### config.mk
export PLATFORM = sky130hd
export DESIGN_NAME = uart_rx_fsm_flat
export DESIGN_NICKNAME = d
export VERILOG_FILES = /design/src/rtl/uart_rx_pkg.sv /design/src/rtl/uart_rx_fsm_if.sv /design/src/rtl/uart_edge_bit_counter.sv /design/src/rtl/uart_rx_fsm.sv /design/src/flat_wrapper.sv
export SDC_FILE = /design/constraint.sdc
export NUM_CORES = 1
export LEC_CHECK = 0
export BUFFER_PORTS_ARGS = -buffer_cell sky130_fd_sc_hd__buf_2
export CORE_AREA = 2 2 64 66
export DETAILED_ROUTE_END_ITERATION = 10
export DIE_AREA = 0 0 66 68
export PLACE_DENSITY = 0.71
export SETUP_SLACK_MARGIN = 0.3
export SYNTH_ARGS = -nofsm -noshare
export SYNTH_HDL_FRONTEND = slang
export SYNTH_SLANG_ARGS = --single-unit
### constraint.sdc
create_clock -name clk_based_on_prescale -period 8.32 [get_ports clk_based_on_prescale]
set_input_delay 0.416 -clock clk_based_on_prescale [delete_from_list [all_inputs] [get_ports clk_based_on_prescale]]
set_output_delay 0.416 -clock clk_based_on_prescale [all_outputs]
set_load 0.02 [all_outputs]
### src/rtl/uart_rx_pkg.sv
// Shared definitions for the UART receive path: frame states, legal oversampling
// ratios, frame width and parity type encoding.
package uart_rx_pkg;

    typedef enum logic [2:0] {
        IDLE   = 3'd0,
        START  = 3'd1,
        DATA   = 3'd2,
        PARITY = 3'd3,
        STOP   = 3'd4
    } rx_state_e;

    typedef enum logic {
        PAR_EVEN = 1'b0,
        PAR_ODD  = 1'b1
    } parity_type_e;

    localparam int unsigned PRESCALE_8  = 32'd8;
    localparam int unsigned PRESCALE_16 = 32'd16;
    localparam int unsigned PRESCALE_32 = 32'd32;
    localparam int unsigned DATA_BITS   = 32'd8;

    function automatic logic prescale_is_legal(input int unsigned p);
        logic legal_s;
        case (p)
            PRESCALE_8, PRESCALE_16, PRESCALE_32: legal_s = 1'b1;
            default:                              legal_s = 1'b0;
        endcase
        return legal_s;
    endfunction

endpackage

### src/rtl/uart_rx_fsm_if.sv
// Signal bundle between the frame sequencer (master) and the line/datapath side (slave).
interface uart_rx_fsm_if #(
    parameter int PRESCALE_W = 6
);
    logic                  rx_in;
    logic                  par_en;
    logic [PRESCALE_W-1:0] prescale;
    logic                  sampled_bit;
    logic                  par_err;
    logic [PRESCALE_W-1:0] edge_cnt;
    logic [3:0]            bit_cnt;
    logic                  dat_samp_en;
    logic                  sampled_data_valid;
    logic                  parity_check_enable;
    logic                  deser_en;
    logic                  data_valid;
    logic                  parity_error_flag;
    logic                  framing_error;

    modport master (
        input  rx_in, par_en, prescale, sampled_bit, par_err,
        output edge_cnt, bit_cnt, dat_samp_en, sampled_data_valid,
               parity_check_enable, deser_en, data_valid,
               parity_error_flag, framing_error
    );

    modport slave (
        output rx_in, par_en, prescale, sampled_bit, par_err,
        input  edge_cnt, bit_cnt, dat_samp_en, sampled_data_valid,
               parity_check_enable, deser_en, data_valid,
               parity_error_flag, framing_error
    );
endinterface

### src/rtl/uart_edge_bit_counter.sv
// Position counters for the receive frame: edge within the bit (wraps at last)
// and bit index (advances on each wrap). Exposes the next edge value for lookahead.
module uart_edge_bit_counter #(
    parameter int PRESCALE_W = 6
) (
    input  logic                  clk,
    input  logic                  rst,
    input  logic                  restart,
    input  logic [PRESCALE_W-1:0] last,
    output logic [PRESCALE_W-1:0] edge_cnt,
    output logic [3:0]            bit_cnt,
    output logic [PRESCALE_W-1:0] edge_next
);
    logic [PRESCALE_W-1:0] edge_r;
    logic [3:0]            bit_r;
    logic [3:0]            bit_next_s;

    // Next counter values: restart forces both to zero, otherwise wrap and advance.
    always_comb begin
        edge_next  = edge_r;
        bit_next_s = bit_r;
        if (restart) begin
            edge_next  = '0;
            bit_next_s = 4'd0;
        end else if (edge_r == last) begin
            edge_next  = '0;
            bit_next_s = bit_r + 4'd1;
        end else begin
            edge_next  = edge_r + PRESCALE_W'(1);
            bit_next_s = bit_r;
        end
    end

    // Counter registers.
    always_ff @(posedge clk) begin
        if (rst) begin
            edge_r <= '0;
            bit_r  <= 4'd0;
        end else begin
            edge_r <= edge_next;
            bit_r  <= bit_next_s;
        end
    end

    assign edge_cnt = edge_r;
    assign bit_cnt  = bit_r;

endmodule

### src/rtl/uart_rx_fsm.sv
// UART receive frame sequencer: start detect, bit timing, sampler/deserializer/parity
// strobes, sticky per-frame error flags and frame acceptance pulse.
module uart_rx_fsm #(
    parameter int PRESCALE_W = 6,
    parameter int DATA_BITS  = uart_rx_pkg::DATA_BITS
) (
    input  logic          clk_based_on_prescale,
    input  logic          asy_reset,
    uart_rx_fsm_if.master bus
);
    import uart_rx_pkg::*;

    rx_state_e             state_r, state_s;
    logic [PRESCALE_W-1:0] p_r, p_s;
    logic                  par_en_r, par_en_s;
    logic                  perr_r, perr_s;
    logic                  ferr_r, ferr_s;
    logic                  start_det_s, restart_s;
    logic [PRESCALE_W-1:0] edge_cnt_s, edge_next_s;
    logic [3:0]            bit_cnt_s;
    logic [PRESCALE_W-1:0] samp_pt_s, last_s, samp_pt_n_s, last_n_s;
    logic                  dat_samp_en_r, sdv_r, pce_r, deser_r, dv_r;
    logic                  dat_samp_en_n_s, sdv_n_s, pce_n_s, deser_n_s, dv_n_s;
    logic                  in_bits_n_s;

    assign samp_pt_s   = (p_r >> 1) + PRESCALE_W'(2);
    assign last_s      = p_r - PRESCALE_W'(1);
    assign samp_pt_n_s = (p_s >> 1) + PRESCALE_W'(2);
    assign last_n_s    = p_s - PRESCALE_W'(1);

    uart_edge_bit_counter #(.PRESCALE_W(PRESCALE_W)) u_cnt (
        .clk       (clk_based_on_prescale),
        .rst       (asy_reset),
        .restart   (restart_s),
        .last      (last_s),
        .edge_cnt  (edge_cnt_s),
        .bit_cnt   (bit_cnt_s),
        .edge_next (edge_next_s)
    );

    // Next-state decisions; counters restart on every start detect and while idle.
    always_comb begin
        state_s     = state_r;
        start_det_s = 1'b0;
        case (state_r)
            IDLE: begin
                if (!bus.rx_in) begin
                    state_s     = START;
                    start_det_s = 1'b1;
                end else begin
                    state_s = IDLE;
                end
            end
            START: begin
                if ((edge_cnt_s == samp_pt_s) && bus.sampled_bit) begin
                    state_s = IDLE;
                end else if (edge_cnt_s == last_s) begin
                    state_s = DATA;
                end else begin
                    state_s = START;
                end
            end
            DATA: begin
                if ((edge_cnt_s == last_s) && (bit_cnt_s == 4'(DATA_BITS))) begin
                    state_s = par_en_r ? PARITY : STOP;
                end else begin
                    state_s = DATA;
                end
            end
            PARITY: begin
                if (edge_cnt_s == last_s) begin
                    state_s = STOP;
                end else begin
                    state_s = PARITY;
                end
            end
            STOP: begin
                if ((edge_cnt_s == last_s) && !bus.rx_in) begin
                    state_s     = START;
                    start_det_s = 1'b1;
                end else if (edge_cnt_s == last_s) begin
                    state_s = IDLE;
                end else begin
                    state_s = STOP;
                end
            end
            default: state_s = IDLE;
        endcase
        restart_s = start_det_s || (state_s == IDLE);
    end

    // Frame configuration latch and sticky error flags.
    always_comb begin
        p_s      = p_r;
        par_en_s = par_en_r;
        perr_s   = perr_r;
        ferr_s   = ferr_r;
        if (start_det_s) begin
            p_s      = prescale_is_legal(32'(bus.prescale)) ? bus.prescale : PRESCALE_W'(PRESCALE_8);
            par_en_s = bus.par_en;
            perr_s   = 1'b0;
            ferr_s   = 1'b0;
        end else if ((state_r == PARITY) && (edge_cnt_s == last_s)) begin
            perr_s = bus.par_err;
        end else if ((state_r == STOP) && (edge_cnt_s == samp_pt_s) && !bus.sampled_bit) begin
            ferr_s = 1'b1;
        end else begin
            perr_s = perr_r;
        end
    end

    // Output lookahead: decode the upcoming state/edge so the outputs can be registered.
    always_comb begin
        in_bits_n_s     = (state_s == DATA) || (state_s == PARITY);
        dat_samp_en_n_s = (state_s != IDLE);
        sdv_n_s         = in_bits_n_s && (edge_next_s == samp_pt_n_s);
        deser_n_s       = (state_s == DATA) && (edge_next_s == samp_pt_n_s);
        pce_n_s         = in_bits_n_s && par_en_s;
        dv_n_s          = (state_s == STOP) && (edge_next_s == last_n_s) && !perr_s && !ferr_s;
    end

    // State, configuration, flag and output registers.
    always_ff @(posedge clk_based_on_prescale) begin
        if (asy_reset) begin
            state_r       <= IDLE;
            p_r           <= PRESCALE_W'(PRESCALE_8);
            par_en_r      <= 1'b0;
            perr_r        <= 1'b0;
            ferr_r        <= 1'b0;
            dat_samp_en_r <= 1'b0;
            sdv_r         <= 1'b0;
            pce_r         <= 1'b0;
            deser_r       <= 1'b0;
            dv_r          <= 1'b0;
        end else begin
            state_r       <= state_s;
            p_r           <= p_s;
            par_en_r      <= par_en_s;
            perr_r        <= perr_s;
            ferr_r        <= ferr_s;
            dat_samp_en_r <= dat_samp_en_n_s;
            sdv_r         <= sdv_n_s;
            pce_r         <= pce_n_s;
            deser_r       <= deser_n_s;
            dv_r          <= dv_n_s;
        end
    end

    assign bus.edge_cnt            = edge_cnt_s;
    assign bus.bit_cnt             = bit_cnt_s;
    assign bus.dat_samp_en         = dat_samp_en_r;
    assign bus.sampled_data_valid  = sdv_r;
    assign bus.parity_check_enable = pce_r;
    assign bus.deser_en            = deser_r;
    assign bus.data_valid          = dv_r;
    assign bus.parity_error_flag   = perr_r;
    assign bus.framing_error       = ferr_r;

endmodule
### src/flat_wrapper.sv
// flat-port wrapper written by rule: the top's interface ports become plain ports
module uart_rx_fsm_flat import uart_rx_pkg::*;
#(
    parameter int PRESCALE_W = 6,
    parameter int DATA_BITS  = uart_rx_pkg::DATA_BITS
)
  (clk_based_on_prescale, asy_reset, bus_rx_in, bus_par_en, bus_prescale, bus_sampled_bit, bus_par_err, bus_edge_cnt, bus_bit_cnt, bus_dat_samp_en, bus_sampled_data_valid, bus_parity_check_enable, bus_deser_en, bus_data_valid, bus_parity_error_flag, bus_framing_error);
  uart_rx_fsm_if #(.PRESCALE_W(PRESCALE_W)) bus_i ();
  input  logic clk_based_on_prescale;
  input  logic asy_reset;
  input wire logic [$bits(bus_i.rx_in)-1:0] bus_rx_in;
  input wire logic [$bits(bus_i.par_en)-1:0] bus_par_en;
  input wire logic [$bits(bus_i.prescale)-1:0] bus_prescale;
  input wire logic [$bits(bus_i.sampled_bit)-1:0] bus_sampled_bit;
  input wire logic [$bits(bus_i.par_err)-1:0] bus_par_err;
  output wire logic [$bits(bus_i.edge_cnt)-1:0] bus_edge_cnt;
  output wire logic [$bits(bus_i.bit_cnt)-1:0] bus_bit_cnt;
  output wire logic [$bits(bus_i.dat_samp_en)-1:0] bus_dat_samp_en;
  output wire logic [$bits(bus_i.sampled_data_valid)-1:0] bus_sampled_data_valid;
  output wire logic [$bits(bus_i.parity_check_enable)-1:0] bus_parity_check_enable;
  output wire logic [$bits(bus_i.deser_en)-1:0] bus_deser_en;
  output wire logic [$bits(bus_i.data_valid)-1:0] bus_data_valid;
  output wire logic [$bits(bus_i.parity_error_flag)-1:0] bus_parity_error_flag;
  output wire logic [$bits(bus_i.framing_error)-1:0] bus_framing_error;
  assign bus_i.rx_in = bus_rx_in;
  assign bus_i.par_en = bus_par_en;
  assign bus_i.prescale = bus_prescale;
  assign bus_i.sampled_bit = bus_sampled_bit;
  assign bus_i.par_err = bus_par_err;
  assign bus_edge_cnt = bus_i.edge_cnt;
  assign bus_bit_cnt = bus_i.bit_cnt;
  assign bus_dat_samp_en = bus_i.dat_samp_en;
  assign bus_sampled_data_valid = bus_i.sampled_data_valid;
  assign bus_parity_check_enable = bus_i.parity_check_enable;
  assign bus_deser_en = bus_i.deser_en;
  assign bus_data_valid = bus_i.data_valid;
  assign bus_parity_error_flag = bus_i.parity_error_flag;
  assign bus_framing_error = bus_i.framing_error;
  uart_rx_fsm #(.PRESCALE_W(PRESCALE_W), .DATA_BITS(DATA_BITS)) u_core (.clk_based_on_prescale(clk_based_on_prescale), .asy_reset(asy_reset), .bus(bus_i));
endmodule
* Word level (Yosys, flattened, before mapping)
Index checks and enable logic that the tools add are counted.
** Storage, ports and cells
- Register bits :: 27
- Output and inout port bits :: 17
- Logic and storage cells :: 80
** Operators by class
- Add/subtract/negate cells :: 6
- Equality and inequality tests :: 15
- Multiplexer cells :: 24
- Reduce and logical (&&, ||, !) cells :: 23
** Operator list (number)
- 6-bit == test :: 4
- 6-bit 2-to-1 mux :: 4
- 3-bit 2-to-1 mux :: 6
- 3-bit case mux with 5 select lines :: 1
- 5-bit by 2-bit adder with 6-bit output (second input constant) :: 2
- 3-bit by 2-bit == test with 1-bit output (second input constant) :: 4
- 1-bit logical AND :: 12
- 6-bit by 1-bit subtractor with 6-bit output (second input constant) :: 2
- 1-bit 2-to-1 mux :: 11
- 6-bit by 1-bit adder with 6-bit output (second input constant) :: 1
- 3-bit == test (second input constant) :: 2
- 6-bit by 4-bit == test with 1-bit output (second input constant) :: 1
- 6-bit by 5-bit == test with 1-bit output (second input constant) :: 1
- 6-bit == test (second input constant) :: 1
- 3-bit logical NOT :: 2
- 4-bit by 1-bit adder with 4-bit output (second input constant) :: 1
- 4-bit == test (second input constant) :: 1
- 1-bit logical NOT :: 4
- 3-bit by 1-bit == test with 1-bit output (second input constant) :: 1
- 3-bit nonzero test :: 1
- 3-bit OR reduction :: 1
- 1-bit logical OR :: 2
- 2-bit 2-to-1 mux :: 1
- 1-bit case mux with 2 select lines :: 1
- 2-bit OR reduction :: 1

* Longest topological paths before layout
- Depth after elaboration :: 13
- Depth in mapped cells :: 20

* Modules after synthesis
From an unflattened synthesis, not the netlist that was laid out.
** Second synthesis, totals
- Cell total of the unflattened synthesis :: 246
- Area total of the unflattened synthesis :: 2033.2 sq um
** By module, submodules not included
- uart_rx_fsm :: times used 1, cells an instance 184, area each 1501.4 sq um, sequential area each 340.3 sq um
- uart_edge_bit_counter :: times used 1, cells an instance 62, area each 531.8 sq um, sequential area each 200.2 sq um

* Least setup slack after synthesis
Ideal clock, no wire load.
- Path type :: register to register
- Start :: register u_core.p_r[0]
- End :: register u_core.dv_r (netlist: u_core.bus.data_valid)
- Arrival :: 3.882 ns
- Data required time :: 8.217 ns
- Setup slack :: 4.335 ns
- Cell stages (with the launch flop) :: 19
- Period minus slack after synthesis :: 3.985 ns
- Cell sequence :: dfxtp_1 -> inv_1 -> ha_1 -> xor3_1 -> nor3_1 -> o211ai_1 -> nor2_1 -> o21ai_0 -> clkbuf_1 -> a21oi_1 -> ha_1 -> inv_1 -> o21ai_0 -> xnor2_1 -> a32oi_1 -> and3_1 -> nand3_1 -> or4_1 -> a2111oi_2
** Between the ends
- Cells in the longest elaborated chain, start to end :: 12
- Elaborated cells on any way between the ends :: 31
- Those cells by class :: add/sub (2); eq/ne (3); mux (16); reduce/logical (10)
** Ends and longest elaborated chain
- from (decl) :: RTL line uart_rx_fsm.sv:14 : logic [PRESCALE_W-1:0] p_r, p_s;
- from (signal assigned) :: RTL line uart_rx_fsm.sv:126 : p_r <= PRESCALE_W'(PRESCALE_8);
- from (signal assigned) :: RTL line uart_rx_fsm.sv:137 : p_r <= p_s;
- branches (longest 11 deep; another with 6-bit by 1-bit subtractor with 6-bit output)
- 1-bit logical AND (*) :: RTL line uart_rx_fsm.sv:119 : dv_n_s = (state_s == STOP) && (edge_next_s == last_n_s) && !perr_s && !ferr_s;
- to (signal assigned) :: RTL line uart_rx_fsm.sv:145 : dv_r <= dv_n_s;
- to (decl) :: RTL line uart_rx_fsm.sv:22 : logic dat_samp_en_r, sdv_r, pce_r, deser_r, dv_r;
Mark *: on every way between the ends.
A chain may end at the register's enable or synchronous reset.

* Worst setup path in the final report
Ends and elaborated chain as after synthesis.

==> results by group <==
Status
  – Status: finished clean

CTS
  – Root buffer cell: clkbuf_8
  – H-tree depth: 1
  – CTS tree: yes
  – Post-CTS Setup Repair Bufs: 0
  – CTS max path bufs: 2
  – Worst-Skew Late Latency: 280 ps
  – Clock Sink Count: 27
  – Clk slew on worst S/H paths: 100 ps
  – Hold_buf cts: 0
  – CTS resizes: 0
  – CTS buffer count: 3

Floorplanning
  – Initial Util: 0.522
  – Die Y: 68 um
  – Horiz. Die Dim: 66 um
  – # rows: 23
  – CORE AREA: 3860 um2
  – Die area: 4490 um2
  – I/O pin count: 29

GRT
  – Largest net degree at the start of global routing: 18
  – Gr usage total: 0.229
  – First-pass GRT wire length: 7880 um
  – Vias in the first global route: 1674
  – Initial antenna violation count: 0
  – Total global routing overflow: 0

Timing
  – F_max: 201 MHz
  – Slew HR: 0.437
  – Fin. max-slew vios: 0
  – Final Hold Vio Count: 0
  – RSZ-0062 raised after global routing: no
  – Setup TNS: 0 ps
  – Worst slew pin tran: roughly 840 ps
  – Min Tclk post-route: about 5000 ps
  – Final setup fails: 0
  – Clock skew: 12.5 ps
  – Crit share post-route: 0.597

Drt
  – Drt wl/cell: 15.7 um
  – DR DRC count: 0
  – Initial DRC count: 107
  – ANT nets after route: 0
  – DR vias/cell: 6.02
  – Initial DRT Pass Iterations: 4
  – Routed wire length: 4770 um
  – Via count: 1831

Final layout
  – Share of cells above drive strength 1: 0.169
  – Commonest non-fill, non-tap cell in the layout: buf_2
  – Final net count: 278
  – Fin cells: 304
  – Most used cells in the layout excluding fill and tap cells: buf_2, dfxtp_1, nor2_1, xnor2_1, nand2_1
  – Area growth, synth to finish: 8.89%
  – Ant. Diodes: 0

Synth
  – Avg Inst Size Synth: ~8.6 um2
  – Post-synth EDFFs: 0
  – Yosys top cell area share: 0.269
  – Synthesized cell area: 2010 um2
  – Synth unique cells: 60
  – Most common flop cell mapped by yosys: dfxtp_1
  – Cells after synthesis: 235
  – Ys async rst share: 0
  – Syn. warnings: 0
  – Post-synthesis sequential area ratio: 0.269
  – Yosys reg bits: 27
  – Net Count, Synth: around 260
  – Yosys top cell by area: dfxtp_1
  – Largest cells by area after synthesis: dfxtp_1, xnor2_1, ha_1

Placement
  – IO Port Bufs: 28
  – Post-DP HPWL: 3600 um
  – Global placement routability congestion: 0.922
  – Post-Place Cells: 300

Setup path
  – Critical path capture point type: flip-flop
  – CP Data Arrival Time: 5160 ps
  – Crit path kind: flip-flop to flip-flop
  – Worst Path Max Fanout: 13
  – Critical Path RT: 8510 ps
  – Type of element launching the critical path: flip-flop

Power and ir drop
  – PD cells: ~120 nW/um2
  – IR drop worst, VDD: 0.0000843 V
  – Pwr Total: 253 uW
  – Leakage: 0.837 nW

Hold path
  – HP Class: input pin to flip-flop

Run
  – Max-Cap Viols: 0
## layout make-up
class / instances / area (um2)
Sequential cell: 27 / 541
Clock buffer: 3 / 41.3
Clock inverter: 1 / 7.51
Tap cell: 50 / 62.6
Multi-Input combinational cell: 183 / 1350
Inverter: 11 / 41.3
Timing Repair Buffer: 29 / 148
Fill cell: 377 / 1670
## path summary, 6_finish.rpt
path	start	endpoint	slack, ps	depth (start not counted)
worst min register to register	u_core.p_r[0]	u_core.p_r[0]	570	2
worst max register to register	u_core.p_r[0]	u_core.bus.data_valid	3350	18
worst max-delay path	u_core.p_r[0]	u_core.bus.data_valid	3350	18
worst min-delay path	bus_par_en	u_core.par_en_r	390	3
## power breakdown
group | switching (mW) | total [mW] | internal [mW]
Clock | 0.0440 | 0.0781 | 0.0341
Combinational | 0.0236 | 0.0393 | 0.0157
Sequential | 0.00397 | 0.135 | 0.131
## critical path, stage by stage (launching register included)
cell and delay (ps):
dfxtp_1 410, inv_1 100, ha_1 220, xor3_1 350
nor3_1 250, o211ai_1 260, nor2_1 690, o21ai_0 170
buf_4 210, a21oi_1 400, ha_1 230, inv_1 40
o21ai_0 190, xnor2_1 120, a32oi_1 190, and3_1 180
nand3_1 90, or4_1 500, a2111oi_2 280
## flip-flops by register name, summed over array words and instances, names as in the netlist
signal / count
u_core.bus.dat_samp_en: 1
u_core.bus.data_valid: 1
u_core.bus.deser_en: 1
u_core.bus.framing_error: 1
u_core.bus.parity_check_enable: 1
u_core.bus.parity_error_flag: 1
u_core.bus.sampled_data_valid: 1
u_core.p_r: 6
u_core.par_en_r: 1
u_core.state_r: 3
u_core.u_cnt.bit_cnt: 4
u_core.u_cnt.edge_cnt: 6
## cell usage after synthesis (3+ instances only)
library cell and number:
dfxtp_1 27, nand3b_1 3, clkbuf_1 9, xnor2_1 21
nand2_1 14, xor2_1 8, o21ai_0 9, a21oi_1 13
nor2_1 22, nor4_1 5, nor3_1 11, inv_1 11
ha_1 11, mux2i_1 3, nand3_1 8, buf_6 3
and3_1 3
## stage by stage
step / hold slack [ps] / setup WS, ps / cell area [um2] / utilization
floorplan: 495 / 4330 / 2010 / -
global placement: 525 / 3680 / 2140 / 0.555
detailed placement: 528 / 3410 / 2140 / 0.555
CTS: 393 / 3380 / 2190 / 0.568
global route: 406 / 2820 / 2190 / 0.568
finish: 392 / 3350 / 2190 / 0.568
## cell families after synthesis
family                     synth area share
xor gates and xnor gates              0.162
AOI/OAI and AO/OA                     0.195
buffers and inverters                0.0603
DFF                                   0.269
muxes                                0.0149
and+or+nand+nor                       0.231
adders and majority gates            0.0684
## layer usage
metal | vias to the layer above | global-route usage | part of all wire
met5 | - | 0 | 0
met4 | 0 | 0.107 | 0.031
met3 | 16 | 0.0247 | 0.054
met2 | 73 | 0.365 | 0.46
met1 | 859 | 0.314 | 0.45
li1 | 883 | - | -
Power figures use the tool's default switching activity.
